<file path="config.mk">
export PLATFORM = sky130hd
export DESIGN_NAME = fifo_wptr_full
export DESIGN_NICKNAME = d
export VERILOG_FILES = /design/src/rtl/fifo_wptr_full.sv
export SDC_FILE = /design/constraint.sdc
export NUM_CORES = 1
export LEC_CHECK = 0
export CORE_ASPECT_RATIO = 0.75
export CORE_MARGIN = 4
export CORE_UTILIZATION = 45
export CTS_CLUSTER_SIZE = 8
export DETAILED_ROUTE_END_ITERATION = 7
export PLACE_DENSITY = 0.81
export REMOVE_ABC_BUFFERS = 1
export SYNTH_ARGS = -nofsm -noshare
export SYNTH_HDL_FRONTEND = slang
export SYNTH_SLANG_ARGS = --single-unit
export TNS_END_PERCENT = 100
</file>
<file path="constraint.sdc">
create_clock -name clk_i -period 4.3 [get_ports clk_i]
set_input_delay 0.43 -clock clk_i [delete_from_list [all_inputs] [get_ports clk_i]]
set_output_delay 0.43 -clock clk_i [all_outputs]
set_load 0.02 [all_outputs]
</file>
<file path="src/rtl/fifo_wptr_full.sv">
// Write-domain pointer and full-flag manager for a dual-clock FIFO.
// Keeps the binary/Gray write pointer, synchronizes the read Gray pointer, and derives full and occupancy.
module fifo_wptr_full #(
    parameter int addr_width_p  = 4,
    parameter int sync_stages_p = 2
) (
    input  logic                    clk_i,
    input  logic                    reset_i,
    input  logic                    valid_i,
    output logic                    ready_o,
    input  logic [addr_width_p:0]   rptr_gray_i,
    output logic [addr_width_p-1:0] waddr_o,
    output logic [addr_width_p:0]   wptr_gray_o,
    output logic                    full_o,
    output logic [addr_width_p:0]   count_o
);

    localparam int A = addr_width_p;

    logic [A:0] wbin;
    logic [A:0] wbin_next;
    logic [A:0] gray_next;
    logic [A:0] wgray;
    logic [A:0] rsync;
    logic [A:0] rbin;
    logic [A:0] full_target;
    logic [A:0] sync_q [sync_stages_p];
    logic       push;
    logic       full;
    logic       full_next;

    assign push      = valid_i & ~full;
    assign wbin_next = wbin + {{A{1'b0}}, push};
    assign gray_next = wbin_next ^ (wbin_next >> 1);

    // Full when the write pointer is exactly one lap ahead: Gray form flips the top two bits.
    assign rsync       = sync_q[sync_stages_p-1];
    assign full_target = {~rsync[A:A-1], rsync[A-2:0]};
    assign full_next   = (gray_next == full_target);

    always_ff @(posedge clk_i or negedge reset_i) begin
        if (!reset_i) begin
            wbin  <= '0;
            wgray <= '0;
            full  <= 1'b0;
        end else begin
            wbin  <= wbin_next;
            wgray <= gray_next;
            full  <= full_next;
        end
    end

    // Only the Gray pointer crosses the clock boundary.
    always_ff @(posedge clk_i or negedge reset_i) begin
        if (!reset_i) begin
            for (int i = 0; i < sync_stages_p; i++) begin
                sync_q[i] <= '0;
            end
        end else begin
            sync_q[0] <= rptr_gray_i;
            for (int i = 1; i < sync_stages_p; i++) begin
                sync_q[i] <= sync_q[i-1];
            end
        end
    end

    always_comb begin
        rbin = '0;
        for (int i = 0; i <= A; i++) begin
            rbin[i] = ^(rsync >> i);
        end
    end

    assign waddr_o     = wbin[A-1:0];
    assign wptr_gray_o = wgray;
    assign full_o      = full;
    assign ready_o     = ~full;
    assign count_o     = wbin - rbin;

endmodule

</file>
==> impl_metrics.ini <==
[outcome]
outcome = completed

[detailed_routing]
wl_per_cell_microns = 11.47
drt_iter0_drc = 9
vias = 565
viasPerCell = 4.669
drc = 0
antenna_left = 0
routed_wirelength_mm = 1.388
dr.pass1.iters = 2

[global_route]
grt_pass1_wl_mm = 2.235
grt_pass1_vias = 543
grt_overflow = 0
antenna_found_initial = 0
grt.total_usage_pct = 10.95
grt_max_degree = 21

[yosys]
syn_inst = 73
synth_top_family_by_area = XOR/XNOR gates
syn_area_sq_um = 927.1
ys_seq_elements = 20
synth_compound_area_share_pct = 4.318
synth.avg_cell_area_sq_um = 12.70
ys_seq_area_share_pct = 53.98
synthSimpleGateAreaFrac_pct = 4.993
synth.area.mux_share_pct = 0
synth_xor_area_share_pct = 22.40
synthAdderAreaFrac_pct = 10.26
synth_cell_types = 15
ys_warn_count = 0

[worst_setup_path]
endpoint_kind = output pin
cp.arrival_ns = 3.26
critPathMaxFanout = 4
critical_path_class = register to output pin
crit_chain = xnor2_2, xor2_1, xor2_1, xnor2_1, ha_1, fa_1, inv_1, a21o_1, a21oi_1, xnor2_1, clkdlybuf4s50_1
max_stage_delay_ns = 0.62
slowest_stage = clkdlybuf4s50_1
start_kind = register
cp_data_required_time_ns = 3.87

[floorplanning]
chipWidth_microns = 60.41
io_pins = 24
core.rowCount = 13
die-area_sq_um = 2858
core_sq_um = 1838
start_util_pct = 50.44
die-height_microns = 47.31

[clocking]
h-tree-depth = 1
cts_tree = done
cts_sinks = 20
cts_setup_buffers = 0
cts_resized = 0
clk_latency_ns = 0.28
cts_buffers = 3
cts_max_path_buffers = 2
holdBufCountCts = 0
clk_pin_slew_worst_paths_ns = 0.10
ctsRootBufferMaster = clkbuf_4

[cells_and_area]
drive_above_1_share_pct = 6.061
insertedDiodeCount = 0
nets = 116
syn_to_final_growth_pct = 30.23
n_fill_cell = 151
final_area_sq_um = 1207

[job]
maxCapViolCount = 0

[power_and_ir_drop]
p_leak_nw = 0.5470
ir_drop_mv = 0.5457
power_density_nw_per_um2 = 862.5

[timing]
max_freq_ghz = 0.2710
skew_ns = 0.003944
tightest_slew_ns = 0.8244
period_share_pct = 85.81
period_needed_ns = 3.690
fin_setup_tns_ns = 0
final_hold_viol_count = 0
rsz0062_at_grt = no
setup_violations = 0
drv_slew = 0
relSlewSlack_pct = 44.87

[placement]
placed_cell_area_sq_um = 1185
numPortBuffers = 23
gp_congestion = 0.7680
hpwl_mm = 1.116

[min_path]
min_path_type = register to register
## logic make-up after synthesis
kind of cell | count (synthesis)
flops | 20
simple gates | 9
compound gates | 5
fa+ha+maj | 7
buf+inv | 10
xor+xnor | 22
## report_power, final
part | total, W | switching (W) | leakage [nW] | internal (W)
clock | 0.0000797 | 0.0000472 | 0.0138 | 0.0000325
combinational | 0.000669 | 0.000338 | 0.297 | 0.000331
sequential | 0.000293 | 0.0000499 | 0.236 | 0.000243
total | 0.00104 | 0.000435 | 0.547 | 0.000607
## critical path, delay by kind of cell, from the launching register on
family          cells  cell delay, ns
xor+xnor            5            1.02
buf+inv             2            0.70
fa+ha+maj           2            0.62
flops               1            0.45
compound gates      2            0.17
## layout make-up
cell class              instances  area, sq um  share of cell area (%)
well taps                      22        27.53                   2.280
multi-input cells              43        389.1                   32.23
repair buffers                 23        230.2                   19.07
clock buffers                   3        22.52                   1.865
inverters                      10        37.54                   3.109
flip-flops and latches         20        500.5                   41.45
## Yosys cell counts, drive strengths merged
library cell / instances / share of area, %
nand3: 4 / 2.2
xor2: 11 / 11
a21oi: 2 / 1.1
inv: 10 / 4.0
ha: 6 / 8.1
dfrtp: 20 / 54
a21o: 2 / 1.6
or3: 2 / 1.3
nor2b: 1 / 0.68
xnor2: 11 / 11
a221oi: 1 / 1.6
fa: 1 / 2.2
nand2: 2 / 0.81
## per-layer routing
layer  GRT usage (%)  vias to the layer above  share of wire [%]
li1                -                      280                  -
met1           13.72                      266                 45
met2           18.32                       17                 46
met3           1.648                        2                8.3
met4           6.494                        0               0.86
met5               0                        -                  0
## sequential cells by signal (all words and copies together), names as in the netlist
signal and flops:
rsync 5, sync_q 5, wptr_gray_o 4, full_o 1, wbin 5
## through the flow
step / total power (W) / std cells / hold WS [ns] / setup WS, ns / util [%]
after floorplan: 0.0007116 / 73 / 0.1344 / 1.504 / -
after global placement: 0.0009597 / 118 / 0.3323 / 1.065 / 64.47
after detailed placement: 0.0009690 / 118 / 0.3347 / 0.9236 / 64.47
after CTS: 0.001054 / 121 / 0.3572 / 0.5929 / 65.69
after global routing: 0.001110 / 121 / 0.3695 / 0.4218 / 65.69
final: 0.001041 / 121 / 0.3543 / 0.6100 / 65.69
## cell usage in the layout, fill, tap and decap left out, types with 2 or more instances in the layout
| cell type | synthesis | routed |
|---|---|---|
| nand2_1 | 2 | 2 |
| clkdlybuf4s50_1 | 0 | 23 |
| nand3_1 | 4 | 4 |
| inv_1 | 10 | 10 |
| a21oi_1 | 2 | 2 |
| clkbuf_4 | 0 | 3 |
| xor2_1 | 10 | 10 |
| or3_1 | 2 | 2 |
| xnor2_1 | 10 | 10 |
| ha_1 | 6 | 6 |
| dfrtp_1 | 20 | 20 |
| a21o_1 | 2 | 2 |
## worst paths after layout
check                          start    endpoint  slack (ns)  cells past startpoint
setup reg to reg              full_o      full_o        2.19                      7
max in group asynchronous    reset_i     wbin[0]        3.17                      1
hold reg to reg            sync_q[6]    rsync[1]        0.35                      0
min in group asynchronous    reset_i   sync_q[8]        0.61                      1
hold / removal             sync_q[6]    rsync[1]        0.35                      0
setup / recovery            rsync[4]  count_o[4]        0.61                     11
Power figures use the tool's default switching activity.
